$ cat src/rtl/cw_link_master.sv
// ---------------------------------------------------------------------------
// cw_link_master
//
// Bridges the 16-bit core-side wishbone bus (single beats and 4/8-beat
// bursts) onto the CW pin bus towards the external bridge. Runs in the
// cw_clk domain. Every pin-facing and bus-facing output is a flop. The
// incoming pad signals (cw_ack, cw_err, cw_io_i) are registered once before
// any decision is made on them. A per-beat ack timeout guarantees that a
// dead bridge ends the cycle with wb_err instead of hanging the core.
//
// Pin-bus framing per transaction:
//   HDR   : {we, burst[1:0], sel[1:0], 3'b000, adr[23:16]}
//           burst = 00 single, 01 four beats, 10 eight beats
//   ADR   : adr[15:0]
//   write : (WDAT -> WWAIT) per beat, data held on cw_io_o while waiting
//   read  : TURN (pads released, cw_dir=1), then RWAIT collecting beats
//   END   : one idle cycle with cw_req=0 before any new header
//
// Parameters
//   WB_ADDR_W  wishbone word-address width (17..24); upper header address
//              bits beyond this width are sent as zero
//   TIMEOUT    cycles waited for cw_ack/cw_err per beat before wb_err
//
// Ports
//   i_clk       in   cw_clk domain clock
//   i_rst       in   synchronous, active-high reset
//   wb_cyc      in   bus cycle
//   wb_stb      in   beat strobe
//   wb_we       in   1 = write
//   wb_adr      in   word address
//   wb_sel      in   byte selects
//   wb_o_dat    in   write data from the master
//   wb_i_dat    out  read data to the master
//   wb_ack      out  beat acknowledge, 1-cycle pulse
//   wb_err      out  error/timeout, 1-cycle pulse, ends the cycle
//   wb_4_burst  in   4-beat burst request, sampled at cycle start
//   wb_8_burst  in   8-beat burst request, wins over wb_4_burst
//   cw_io_i     in   pad input data
//   cw_io_o     out  pad output data
//   cw_req      out  transaction active
//   cw_dir      out  1 = pads released for the bridge to drive read data
//   cw_ack      in   bridge beat acknowledge
//   cw_err      in   bridge error
// ---------------------------------------------------------------------------
module cw_link_master #(
    parameter int WB_ADDR_W = 24,
    parameter int TIMEOUT   = 1023
) (
    input  logic                 i_clk,
    input  logic                 i_rst,
    input  logic                 wb_cyc,
    input  logic                 wb_stb,
    input  logic                 wb_we,
    input  logic [WB_ADDR_W-1:0] wb_adr,
    input  logic [1:0]           wb_sel,
    input  logic [15:0]          wb_o_dat,
    output logic [15:0]          wb_i_dat,
    output logic                 wb_ack,
    output logic                 wb_err,
    input  logic                 wb_4_burst,
    input  logic                 wb_8_burst,
    input  logic [15:0]          cw_io_i,
    output logic [15:0]          cw_io_o,
    output logic                 cw_req,
    output logic                 cw_dir,
    input  logic                 cw_ack,
    input  logic                 cw_err
);

    localparam int TW = $clog2(TIMEOUT + 1);
    // The counter reads TIMEOUT-1 on the TIMEOUT-th waiting cycle; flagging
    // the error there makes the wb_err flop fire exactly TIMEOUT cycles
    // after the wait state was entered.
    localparam logic [TW-1:0] TMO_LAST = TW'(TIMEOUT - 1);

    typedef enum logic [2:0] {
        S_IDLE,
        S_HDR,
        S_ADR,
        S_WDAT,
        S_WWAIT,
        S_TURN,
        S_RWAIT,
        S_END
    } state_t;

    // -----------------------------------------------------------------------
    // State and registers
    // -----------------------------------------------------------------------
    state_t         state_q, state_d;

    // Pad inputs, registered once before use.
    logic           ack_r_q;
    logic           err_r_q;
    logic [15:0]    dat_r_q;

    // Transaction context latched in IDLE.
    logic           we_q, we_d;
    logic [1:0]     sel_q, sel_d;
    logic [23:0]    adr_q, adr_d;
    logic [15:0]    wdat_q, wdat_d;
    logic [1:0]     bcode_q, bcode_d;
    logic [3:0]     beats_q, beats_d;

    // Beat progress and per-beat timeout.
    logic [3:0]     beat_q, beat_d;
    logic [TW-1:0]  tmo_q, tmo_d;
    // Write burst: beat acked, waiting for the master to present the next word.
    logic           pend_q, pend_d;

    // Output flops.
    logic [15:0]    cw_io_q, cw_io_d;
    logic           cw_req_q, cw_req_d;
    logic           cw_dir_q, cw_dir_d;
    logic           wb_ack_q, wb_ack_d;
    logic           wb_err_q, wb_err_d;
    logic [15:0]    wb_i_dat_q, wb_i_dat_d;

    logic [23:0]    adr_ext;
    logic           last_beat;

    // Zero-extend the word address to the 24-bit header/address field.
    always_comb begin
        adr_ext                 = '0;
        adr_ext[WB_ADDR_W-1:0]  = wb_adr;
    end

    assign last_beat = ((beat_q + 4'd1) == beats_q);

    // -----------------------------------------------------------------------
    // Next-state logic
    // -----------------------------------------------------------------------
    // NOTE: every variable assigned here gets a default first, so no path
    // leaves a value unassigned and no latch is inferred.
    always_comb begin
        state_d    = state_q;
        we_d       = we_q;
        sel_d      = sel_q;
        adr_d      = adr_q;
        wdat_d     = wdat_q;
        bcode_d    = bcode_q;
        beats_d    = beats_q;
        beat_d     = beat_q;
        pend_d     = pend_q;
        tmo_d      = '0;
        wb_ack_d   = 1'b0;
        wb_err_d   = 1'b0;
        wb_i_dat_d = wb_i_dat_q;

        unique case (state_q)
            S_IDLE: begin
                beat_d = 4'd0;
                pend_d = 1'b0;
                if (wb_cyc && wb_stb) begin
                    we_d   = wb_we;
                    sel_d  = wb_sel;
                    adr_d  = adr_ext;
                    wdat_d = wb_o_dat;
                    if (wb_8_burst) begin
                        bcode_d = 2'b10;
                        beats_d = 4'd8;
                    end else if (wb_4_burst) begin
                        bcode_d = 2'b01;
                        beats_d = 4'd4;
                    end else begin
                        bcode_d = 2'b00;
                        beats_d = 4'd1;
                    end
                    state_d = S_HDR;
                end
            end

            S_HDR: begin
                state_d = wb_cyc ? S_ADR : S_END;
            end

            S_ADR: begin
                if (!wb_cyc) begin
                    state_d = S_END;
                end else begin
                    state_d = we_q ? S_WDAT : S_TURN;
                end
            end

            S_WDAT: begin
                state_d = wb_cyc ? S_WWAIT : S_END;
            end

            S_TURN: begin
                state_d = wb_cyc ? S_RWAIT : S_END;
            end

            S_WWAIT: begin
                if (!wb_cyc) begin
                    // Master abandoned the cycle: no ack, no err.
                    state_d = S_END;
                end else if (err_r_q) begin
                    wb_err_d = 1'b1;
                    state_d  = S_END;
                end else if (pend_q) begin
                    // The master still shows the old word while wb_ack is
                    // high; take the next word on the first strobe after it.
                    if (wb_stb && !wb_ack_q) begin
                        wdat_d  = wb_o_dat;
                        pend_d  = 1'b0;
                        state_d = S_WDAT;
                    end
                end else if (ack_r_q) begin
                    wb_ack_d = 1'b1;
                    beat_d   = beat_q + 4'd1;
                    if (last_beat) begin
                        state_d = S_END;
                    end else begin
                        pend_d = 1'b1;
                    end
                end else if (tmo_q == TMO_LAST) begin
                    wb_err_d = 1'b1;
                    state_d  = S_END;
                end else begin
                    tmo_d = tmo_q + 1'b1;
                end
            end

            S_RWAIT: begin
                // Returned data is acked even with wb_stb low.
                if (!wb_cyc) begin
                    state_d = S_END;
                end else if (err_r_q) begin
                    wb_err_d = 1'b1;
                    state_d  = S_END;
                end else if (ack_r_q) begin
                    wb_ack_d   = 1'b1;
                    wb_i_dat_d = dat_r_q;
                    beat_d     = beat_q + 4'd1;
                    if (last_beat) begin
                        state_d = S_END;
                    end
                end else if (tmo_q == TMO_LAST) begin
                    wb_err_d = 1'b1;
                    state_d  = S_END;
                end else begin
                    tmo_d = tmo_q + 1'b1;
                end
            end

            S_END: begin
                state_d = S_IDLE;
            end

            default: begin
                state_d = S_IDLE;
            end
        endcase
    end

    // -----------------------------------------------------------------------
    // Pin-bus output decode from the next state, so the registered pins line
    // up with the state they belong to.
    // -----------------------------------------------------------------------
    always_comb begin
        cw_io_d  = 16'h0000;
        cw_req_d = 1'b0;
        cw_dir_d = 1'b0;

        unique case (state_d)
            S_HDR: begin
                cw_req_d = 1'b1;
                cw_io_d  = {we_d, bcode_d, sel_d, 3'b000, adr_d[23:16]};
            end
            S_ADR: begin
                cw_req_d = 1'b1;
                cw_io_d  = adr_d[15:0];
            end
            S_WDAT, S_WWAIT: begin
                cw_req_d = 1'b1;
                cw_io_d  = wdat_d;
            end
            S_TURN, S_RWAIT: begin
                cw_req_d = 1'b1;
                cw_dir_d = 1'b1;
            end
            default: begin
            end
        endcase
    end

    // -----------------------------------------------------------------------
    // Registers
    // -----------------------------------------------------------------------
    // NOTE: sequential state uses non-blocking assignments only, so every
    // flop samples pre-edge values regardless of statement order.
    always_ff @(posedge i_clk) begin
        if (i_rst) begin
            state_q    <= S_IDLE;
            ack_r_q    <= 1'b0;
            err_r_q    <= 1'b0;
            dat_r_q    <= 16'h0000;
            we_q       <= 1'b0;
            sel_q      <= 2'b00;
            adr_q      <= 24'h000000;
            wdat_q     <= 16'h0000;
            bcode_q    <= 2'b00;
            beats_q    <= 4'd0;
            beat_q     <= 4'd0;
            tmo_q      <= '0;
            pend_q     <= 1'b0;
            cw_io_q    <= 16'h0000;
            cw_req_q   <= 1'b0;
            cw_dir_q   <= 1'b0;
            wb_ack_q   <= 1'b0;
            wb_err_q   <= 1'b0;
            wb_i_dat_q <= 16'h0000;
        end else begin
            state_q    <= state_d;
            ack_r_q    <= cw_ack;
            err_r_q    <= cw_err;
            dat_r_q    <= cw_io_i;
            we_q       <= we_d;
            sel_q      <= sel_d;
            adr_q      <= adr_d;
            wdat_q     <= wdat_d;
            bcode_q    <= bcode_d;
            beats_q    <= beats_d;
            beat_q     <= beat_d;
            tmo_q      <= tmo_d;
            pend_q     <= pend_d;
            cw_io_q    <= cw_io_d;
            cw_req_q   <= cw_req_d;
            cw_dir_q   <= cw_dir_d;
            wb_ack_q   <= wb_ack_d;
            wb_err_q   <= wb_err_d;
            wb_i_dat_q <= wb_i_dat_d;
        end
    end

    assign cw_io_o  = cw_io_q;
    assign cw_req   = cw_req_q;
    assign cw_dir   = cw_dir_q;
    assign wb_ack   = wb_ack_q;
    assign wb_err   = wb_err_q;
    assign wb_i_dat = wb_i_dat_q;

endmodule
$ cat config.mk
export PLATFORM = sky130hd
export DESIGN_NAME = cw_link_master
export DESIGN_NICKNAME = d
export VERILOG_FILES = /design/src/rtl/cw_link_master.sv
export SDC_FILE = /design/constraint.sdc
export NUM_CORES = 1
export LEC_CHECK = 0
export CORE_UTILIZATION = 40
export CTS_CLUSTER_SIZE = 8
export DETAILED_ROUTE_END_ITERATION = 12
export GPL_TIMING_DRIVEN = 0
export PLACE_DENSITY = 0.67
export SYNTH_ARGS = -nofsm -noshare
export SYNTH_HDL_FRONTEND = slang
export SYNTH_SLANG_ARGS = --single-unit
$ cat constraint.sdc
create_clock -name i_clk -period 3.1 [get_ports i_clk]
set_input_delay 0.62 -clock i_clk [delete_from_list [all_inputs] [get_ports i_clk]]
set_output_delay 0.62 -clock i_clk [all_outputs]
set_load 0.01 [all_outputs]
; After elaboration in Yosys (flattened, before gate mapping)
; Index checks and enable logic that the tools add are counted.
[op_classes]
muxes = 74
n_eq_ne = 20
n_reduce_logical = 13
add_sub_neg = 2
bitwise_logic = 1
[ops]
columns = operator, n
row1 = 16-bit two-way mux, 5
row2 = 10-bit two-way mux, 7
row3 = 24-bit two-way mux, 2
row4 = 16-bit one-hot mux with 3 select lines, 1
row5 = 3-bit two-way mux, 14
row6 = 16-bit one-hot mux with 2 select lines, 1
row7 = 4-bit two-way mux, 7
row8 = 1-bit two-way mux, 25
row9 = 3-bit one-hot mux with 8 select lines, 1
row10 = "3-bit equality test, second input constant", 7
row11 = 10-bit one-hot mux with 2 select lines, 1
row12 = "3-bit by 2-bit equality test with 1-bit output, second input constant", 4
row13 = 2-bit two-way mux, 6
row14 = 4-bit one-hot mux with 3 select lines, 1
row15 = "10-bit by 1-bit adder with 10-bit output, second input constant", 1
row16 = "10-bit equality test, second input constant", 1
row17 = "2-bit != test, second input constant", 5
row18 = "3-bit by 1-bit equality test with 1-bit output, second input constant", 2
row19 = 1-bit one-hot mux with 2 select lines, 3
row20 = 6-bit AND reduction, 1
row21 = 6-bit OR reduction, 1
row22 = "4-bit by 1-bit adder with 4-bit output, second input constant", 1
row23 = 4-bit equality test, 1
row24 = 4-bit AND reduction, 1
row25 = other kinds (9), 11
[word_totals]
register_bits = 121
out_inout_bits = 36
word_cells = 129
input_bits = 67

; Longest topological paths before layout
; Gate-level depths: netlist (run 1).
[logic_depth]
ltp_word = 11
mapped_depth = 10
depth_no_buf = 9

; Worst setup path before layout (run 1)
; OpenSTA, ideal clock, no wires.
[synth_path]
path_type = input to register
from = input wb_cyc
to = register cw_io_q[12] (netlist: cw_io_o[12])
required_time_ns = 2.976
setup_ns = 0.124
path_stages = 9
path_buffers = 2
setup_slack_ns = 0.800
t_arrival_ns = 2.176
cell_sequence = nor2b_1 > buf_4 > o21ai_0 > a221oi_1 > o21ai_4 > mux2i_4 > buf_6 > a222oi_1 > nor2_1
[synth_via]
elab_chain_cells = 6
word_cells_on_any_way = 22
classes_between = eq/ne (4) / mux (16) / reduce/logical (2)
[synth_lines]
columns = element, line_no
row1 = "start, declared", 51  ; input logic wb_cyc,
row2 = 1-bit logical AND, 154  ; if (wb_cyc && wb_stb) begin
row3 = 3-bit two-way mux, 154
row4 = 3-bit one-hot mux with 8 select lines, 150  ; unique case (state_q)
row5 = 3-bit by 2-bit equality test with 1-bit output or 3-bit equality test (tied branches), 265  ; unique case (state_d)
row6 = 2-bit OR reduction, 265
row7 = 16-bit one-hot mux with 3 select lines (*), 265
row8 = "end signal, assigned", 327  ; cw_io_q <= cw_io_d;
row9 = "end, declared", 112  ; logic [15:0] cw_io_q, cw_io_d;
; Mark *: on every way between the ends. The rest lies on a longest branch, timed or not.
; A chain may end at the register's enable or synchronous reset.

; Worst setup path after layout (run 1)
; Ends and elaborated chain as after synthesis.

==> results of run 1 <==
sequential cells by signal, summed over array words and instances, names as in the netlist, 4 cells and up:
signal / count
adr_q: 16
cw_io_o: 16
dat_r_q: 16
wb_i_dat: 16
wdat_q: 16
tmo_q: 10
beat_q: 4
cell type report:
class | count | area (um^2) | share of cell area
Multi-Input combinational cell | 349 | 1940 | 0.344
Buffer | 32 | 141 | 0.0251
Timing Repair Buffer | 101 | 1010 | 0.179
Clock inverter | 5 | 60.1 | 0.0107
Inverter | 5 | 18.8 | 0.00333
Sequential cell | 108 | 2160 | 0.384
Tap cell | 136 | 170 | 0.0302
Clock buffer | 11 | 131 | 0.0233
kinds of logic (layout without fill, tap and decap cells):
logic type | after synthesis | count (layout) | synth area share
AOI/OAI and AO/OA | 89 | 89 | 0.142
xor gates and xnor gates | 13 | 13 | 0.0300
adders and majority gates | 3 | 3 | 0.00881
buffers and inverters | 37 | 154 | 0.0376
DFF | 108 | 108 | 0.507
muxes | 5 | 5 | 0.0147
and+or+nand+nor | 239 | 239 | 0.260
worst max-delay path by stage:
stage	from	slack, ps	depth (start not counted)	endpoint
2_1_floorplan	wb_cyc	800	9	cw_io_o[12]
3_3_place_gp	wb_cyc	-60	10	cw_io_o[12]
3_5_place_dp	wb_cyc	-100	10	cw_io_o[12]
4_1_cts	wb_cyc	300	10	cw_io_o[12]
5_1_grt	wb_cyc	110	9	cw_io_o[6]
6_report	wb_cyc	260	9	cw_io_o[12]
layer usage:
metal,vias up,wire [um],global-route usage
met2,136,5010,0.333
met1,1700,4680,0.245
met4,0,183,0.0714
met5,-,0,0
li1,1906,-,-
met3,15,786,0.0468
power by group through the flow:
stage	Clock (mW)	Combinational, mW	Sequential (mW)
floorplan	0	0.884	1.62
global placement	0	1.30	1.60
detailed placement	0	1.32	1.61
CTS	0.869	1.33	1.57
global route	0.926	1.46	1.59
finish	0.855	1.33	1.57
worst reg2reg max path, stage by stage (launching register included):
cell and delay (ps):
dfxtp_1 380, buf_2 230, nand2b_1 160, a21boi_0 130, o31ai_1 530, nand4_1 270, mux2i_4 400, buf_6 210
a222oi_1 100, nor2_1 110
per-stage QoR:
step,TNS (ps),util
floorplan,0,-
global placement,-167,0.527
detailed placement,-317,0.527
CTS,0,0.546
global route,0,0.546
finish,0,0.546
cell usage in the layout (no fill, tap or decap), types with 3 or more instances in the layout:
master | Yosys | routed
xnor2_1 | 8 | 8
dfxtp_1 | 108 | 108
o21a_1 | 3 | 3
inv_1 | 5 | 5
and3_1 | 4 | 4
nor3_1 | 8 | 8
clkdlybuf4s50_1 | 0 | 101
buf_2 | 5 | 5
ha_1 | 3 | 3
xor2_1 | 4 | 4
a2bb2oi_1 | 4 | 4
and2_1 | 9 | 9
nor2_1 | 41 | 41
nand2_1 | 117 | 117
a211oi_1 | 3 | 3
nand4_1 | 4 | 4
mux2i_1 | 4 | 4
clkbuf_1 | 24 | 26
a21oi_1 | 48 | 48
clkbuf_8 | 0 | 9
a222oi_1 | 10 | 10
nand3_1 | 19 | 19
nand2b_1 | 4 | 4
nor2b_1 | 22 | 22
==> key figures, run 1 <==
Outcome
  • Outcome: complete, no violations

Final layout
  • Post-route cell area: about 0.0056 mm^2
  • Area grow syn2layout: 32.2%
  • Non-filler cells, final: ~750
  • Diode count: 0
  • Layout cell share with drive strength beyond 1: 0.0540
  • Nets: roughly 680
  • # fillers: between 900 and 1000

Synthesis
  • Synthesized netlist cell count: between 400 and 500
  • Seq/Total Area, Yosys: 0.507
  • Most common flop cell mapped by yosys: dfxtp_1
  • Commonest cells post-synth: 117 x nand2_1, 108 x dfxtp_1, 48 x a21oi_1
  • Largest area contributor in the netlist: dfxtp_1
  • Count of different cell masters after synthesis: 53
  • Post-synthesis async set-or-reset flop share: 0
  • Synth top area cells: dfxtp_1 51%, nand2_1 10%, a21oi_1 5.6%, nor2_1 3.6%, nor2b_1 3.2%
  • Syn. warnings: 0
  • FF+latch count, synth: ~110
  • EDFF count, synth: 0
  • Syn Nets: 564
  • Share of the synthesized area in the top cell type: 0.507
  • Top-count cell post-synth: nand2_1
  • Mean Syn Cell Area: 8.62 um^2
  • Cell Area, Synth: roughly 0.0043 mm^2

Worst setup path
  • End of the worst register-to-register path: cw_io_o[12]
  • Critical path cell sequence: clkdlybuf4s50_1 -> nor2b_1 -> a21boi_0 -> o31ai_1 -> nand4_1 -> mux2i_4 -> buf_6 -> a222oi_1 -> nor2_1
  • CP arrival: ~3100 ps
  • CP bufs+invs: 2
  • WP data required: approximately 3400 ps
  • Worst reg2reg path depth: 9
  • Critical path endpoint category: register
  • CP peak stage delay: 530 ps
  • Crit path launch type: input port
  • R2r startpoint: state_q[0]
  • Crit Path Max Fanout: 10
  • Crit path max-delay family: compound AO/OA/AOI/OAI gates
  • Slowest-stage cell, CP: clkdlybuf4s50_1
  • Setup Crit Path Kind: in2reg
  • R2r setup slk: around 520 ps

Floorplanning
  • Starting density of the core: 0.413
  • Placement Rows: 37
  • Die width: ~110 um
  • IO Pins: approximately 100
  • Core ar.: 0.0103 mm^2
  • Die area: about 0.011 mm^2
  • Die height: between 100 and 150 um

Power and ir drop
  • Share of power burned in registers: 0.419
  • Pwr/cell area: about 670 mW/mm^2
  • Worst ir drop on vdd: between 0.2 and 0.25 mV
  • Power Total: around 3.8 mW
  • Lkg Pwr: 2.03 nW
  • Clock share of power: 0.228
  • Sw Pwr: approximately 1.3 mW
  • Comb pwr share: 0.354
  • Switch share: 0.349
  • Int Power: about 2.4 mW

Worst hold path
  • Worst Hold Launch: dat_r_q[15]
  • Worst Hold Path EP: wb_i_dat[15]
  • Worst min path class: reg2reg
  • Worst hold path depth: 2

Timing
  • # setup viols final: 0
  • RSZ-0062 raised after global routing: no
  • Clock skew: 12.6 ps
  • F_max: roughly 0.35 GHz
  • Slew headroom: 0.555
  • Max Slew Vio Count: 0
  • Worst-margin pin slew: 663 ps
  • Final WS setup: around 260 ps
  • Final worst path period need: about 2800 ps
  • WHS: 429 ps
  • Final Hold Fails: 0
  • Final clock period utilization by the worst path: 0.916

Global routing
  • Pin count of the biggest net entering global routing: 18
  • First-pass GRT wire length: 17300 um
  • Initial antenna violation count: 0
  • Grt total ovfl: 0
  • GRT Total Usage: 0.198
  • Vias in the first global route: ~3600

Route
  • First drt pass iteration count: 6
  • DRC: 0
  • DRT iter0 DRCs: around 200
  • Drt total wl: approximately 11000 um
  • Antenna-violating nets left: 0
  • Routed WL per cell: 14.3 um
  • Vias per cell: a little over 5
  • Total number of vias: between 3000 and 4000

Clocking
  • Max Root-Sink Buffers: 2
  • CTS Buf Count: 9
  • Clock transition at path regs: 100 ps
  • Cts hold-fix bufs: 0
  • Worst skew pair latency: ~360 ps
  • CTS tree: built
  • Post-CTS setup buffer count: 0
  • Root Buffer: clkbuf_8
  • Post-CTS Resized: 0
  • H-tree levels: 3
  • Clk sink count: about 110

Place
  • Placed cell area: 0.00544 mm^2
  • Hpwl dp: ~8000 um
  • Pre-CTS setup slack: -96.0 ps
  • Port bufs: a little over 100
  • Final GP Congestion: 0.866
  • Placed cell count: 731

Run
  • MaxCap Viol Count: 0
(Power assumes the default switching activity.)
==> run 2: changes to the inputs <==
--- a/config.mk
+++ b/config.mk
@@ -5,11 +5,11 @@
 export SDC_FILE = /design/constraint.sdc
 export NUM_CORES = 1
 export LEC_CHECK = 0
-export CORE_UTILIZATION = 40
+export CORE_UTILIZATION = 45
 export CTS_CLUSTER_SIZE = 8
 export DETAILED_ROUTE_END_ITERATION = 12
 export GPL_TIMING_DRIVEN = 0
-export PLACE_DENSITY = 0.67
+export PLACE_DENSITY = 0.74
 export SYNTH_ARGS = -nofsm -noshare
 export SYNTH_HDL_FRONTEND = slang
 export SYNTH_SLANG_ARGS = --single-unit
==> key figures, run 2 (synthesis results as in run 1) <==
Outcome
  • Outcome: complete, no violations

Place
  • Pre-CTS setup slack: -85.5 ps (+10.4 ps)
  • Hpwl dp: 7740 um (-3.4%)
  • Port bufs: 101 (unchanged)
  • Final GP Congestion: 0.907 (+4.7%)
  • Placed cell count: 706 (-3.4%)
  • Placed cell area: 0.00541 mm^2 (-0.57%)

Route
  • Total number of vias: 3804 (+1.3%)
  • Routed WL per cell: 14.5 um (+1.7%)
  • Drt total wl: 10500 um (-1.7%)
  • Vias per cell: 5.27 (+4.8%)
  • Antenna-violating nets left: 0 (unchanged)
  • First drt pass iteration count: 5 (-1)
  • DRC: 0 (unchanged)
  • DRT iter0 DRCs: 202 (+0.50%)

Timing
  • RSZ-0062 raised after global routing: no
  • F_max: 0.350 GHz (-0.68%)
  • Final worst path period need: 2860 ps (+19.5 ps)
  • Final WS setup: 240 ps (-19.5 ps)
  • Max Slew Vio Count: 0 (unchanged)
  • # setup viols final: 0 (unchanged)
  • Slew headroom: 0.553 (-0.00187)
  • Final clock period utilization by the worst path: 0.922 (+0.00628)
  • Clock skew: 13.3 ps (+0.665 ps)
  • Final Hold Fails: 0 (unchanged)
  • Worst-margin pin slew: 666 ps (+2.78 ps)
  • TNS Setup: 0 ps (unchanged)

Power and ir drop
  • Worst ir drop on vdd: 0.327 mV (+35%)
  • Sw Pwr: 1.34 mW (+1.7%)
  • Share of power burned in registers: 0.414 (-0.005)
  • Pwr/cell area: 676 mW/mm^2 (+1.2%)
  • Clock share of power: 0.235 (+0.007)
  • Switch share: 0.352 (+0.00259)
  • Lkg Pwr: 2.04 nW (+0.41%)
  • Int Power: 2.46 mW (+0.60%)
  • Comb pwr share: 0.350 (-0.004)

Clocking
  • Post-CTS setup buffer count: 0 (unchanged)
  • CTS tree: built
  • Worst skew pair latency: 370 ps (about the same)
  • Max Root-Sink Buffers: 2 (unchanged)
  • Post-CTS Resized: 0 (unchanged)
  • CTS Buf Count: 9 (unchanged)
  • Cts hold-fix bufs: 0 (unchanged)
  • Clk sink count: 108 (unchanged)
  • H-tree levels: 3 (unchanged)
  • Clock transition at path regs: 110 ps (about the same)
  • Root Buffer: clkbuf_8

Final layout
  • Layout cell share with drive strength beyond 1: 0.0556 (+0.00164)
  • Most frequent cells in the layout: 117 x nand2_1, 108 x dfxtp_1, 101 x clkdlybuf4s50_1
  • Nets: 676 (unchanged)
  • Diode count: 0 (unchanged)
  • Post-route cell area: 0.00562 mm^2 (-0.22%)
  • Non-filler cells, final: 722 (-3.3%)
  • # fillers: 810 (-17%)
  • Area grow syn2layout: 31.9%
  • Util after Layout: 0.611 (+0.0655)
  • Commonest non-fill, non-tap cell in the layout: nand2_1

Global routing
  • GRT Total Usage: 0.214 (+0.0167)
  • First-pass GRT wire length: 16800 um (-3.1%)
  • Vias in the first global route: 3600 (-1.1%)
  • Pin count of the biggest net entering global routing: 20 (+2)
  • Grt total ovfl: 0 (unchanged)
  • Initial antenna violation count: 0 (unchanged)

Floorplanning
  • Die height: 99.3 um (-5.6%)
  • Die width: 99.3 um (-5.6%)
  • Placement Rows: 35 (-5.4%)
  • Die area: 0.00986 mm^2 (-11%)
  • Core ar.: 0.00920 mm^2 (-11%)
  • Starting density of the core: 0.463 (+0.0506)
  • IO Pins: 103 (unchanged)

Worst hold path
  • Worst min path class: reg2reg

Worst setup path
  • WP data required: 3410 ps (about the same)
  • Crit Path Max Fanout: 10 (unchanged)
  • CP arrival: 3170 ps (+30 ps)
  • Crit path launch type: input port
  • Setup Crit Path Kind: in2reg
  • Critical path endpoint category: register

Run
  • MaxCap Viol Count: 0 (unchanged)
==> run 2: cell types whose count changed in the layout (fill, tap and decap cells not counted) <==
| cell | previous run | this run |
|---|---|---|
| clkinv_2 | 1 | 0 |
| inv_6 | 1 | 2 |
| clkinv_4 | 1 | 0 |
| clkbuf_1 | 26 | 25 |
| clkinv_8 | 0 | 1 |
| inv_8 | 0 | 1 |
==> run 2: cell type report <==
cell class                      count  area, um^2  area share
Inverter                            5        18.8     0.00334
Multi-Input combinational cell    349        1940       0.345
Buffer                             32         141      0.0252
Clock inverter                      6        82.6      0.0147
Sequential cell                   108        2160       0.385
Tap cell                          111         139      0.0247
Timing Repair Buffer              101        1010       0.180
Clock buffer                       10         128      0.0227
==> run 2: path summary, 6_finish.rpt <==
path	start	endpoint	slack [ps]	cells past startpoint
max	wb_cyc	cw_io_o[14]	240	10
min	dat_r_q[9]	wb_i_dat[9]	440	2
max reg2reg	tmo_q[0]	cw_io_o[15]	610	10
min reg2reg	dat_r_q[9]	wb_i_dat[9]	440	2
==> run 2: power groups by stage <==
| stage | Sequential, mW | Combinational [mW] | Clock (mW) |
|---|---|---|---|
| global route | 1.59 | 1.45 | 0.968 |
| detailed placement | 1.61 | 1.31 | 0 |
| floorplan | 1.62 | 0.884 | 0 |
| global placement | 1.60 | 1.29 | 0 |
| finish | 1.57 | 1.33 | 0.894 |
| CTS | 1.57 | 1.32 | 0.907 |
==> run 2: worst max-delay path, stage by stage <==
cell and delay (ps):
clkdlybuf4s50_1 650, nor2b_1 170, buf_4 160, nand3_1 130
o21ai_1 490, clkbuf_1 450, nand2_1 120, nand2_1 160
a222oi_1 110, nor2_1 110
==> run 2: metal layers <==
layer / wire length (um) / track usage / up-vias / part of all wire
li1: - / - / 1896 / -
met1: 4660 / 0.263 / 1746 / 0.45
met2: 4880 / 0.371 / 145 / 0.47
met3: 741 / 0.0478 / 17 / 0.071
met4: 192 / 0.0758 / 0 / 0.018
met5: 0 / 0 / - / 0
==> run 2: per-stage QoR <==
step	power, mW	hold WS, ps
2_1_floorplan	2.50	417
3_3_place_gp	2.90	421
3_5_place_dp	2.92	428
4_1_cts	3.80	440
5_1_grt	4.01	452
6_report	3.80	442
==> run 3: changes to the inputs <==
--- a/config.mk
+++ b/config.mk
@@ -5,6 +5,7 @@
 export SDC_FILE = /design/constraint.sdc
 export NUM_CORES = 1
 export LEC_CHECK = 0
+export CAP_MARGIN = 25
 export CORE_UTILIZATION = 45
 export CTS_CLUSTER_SIZE = 8
 export DETAILED_ROUTE_END_ITERATION = 12
==> results of run 3 <==
The final DEF is identical to that of run 2; final timing and power are the same.
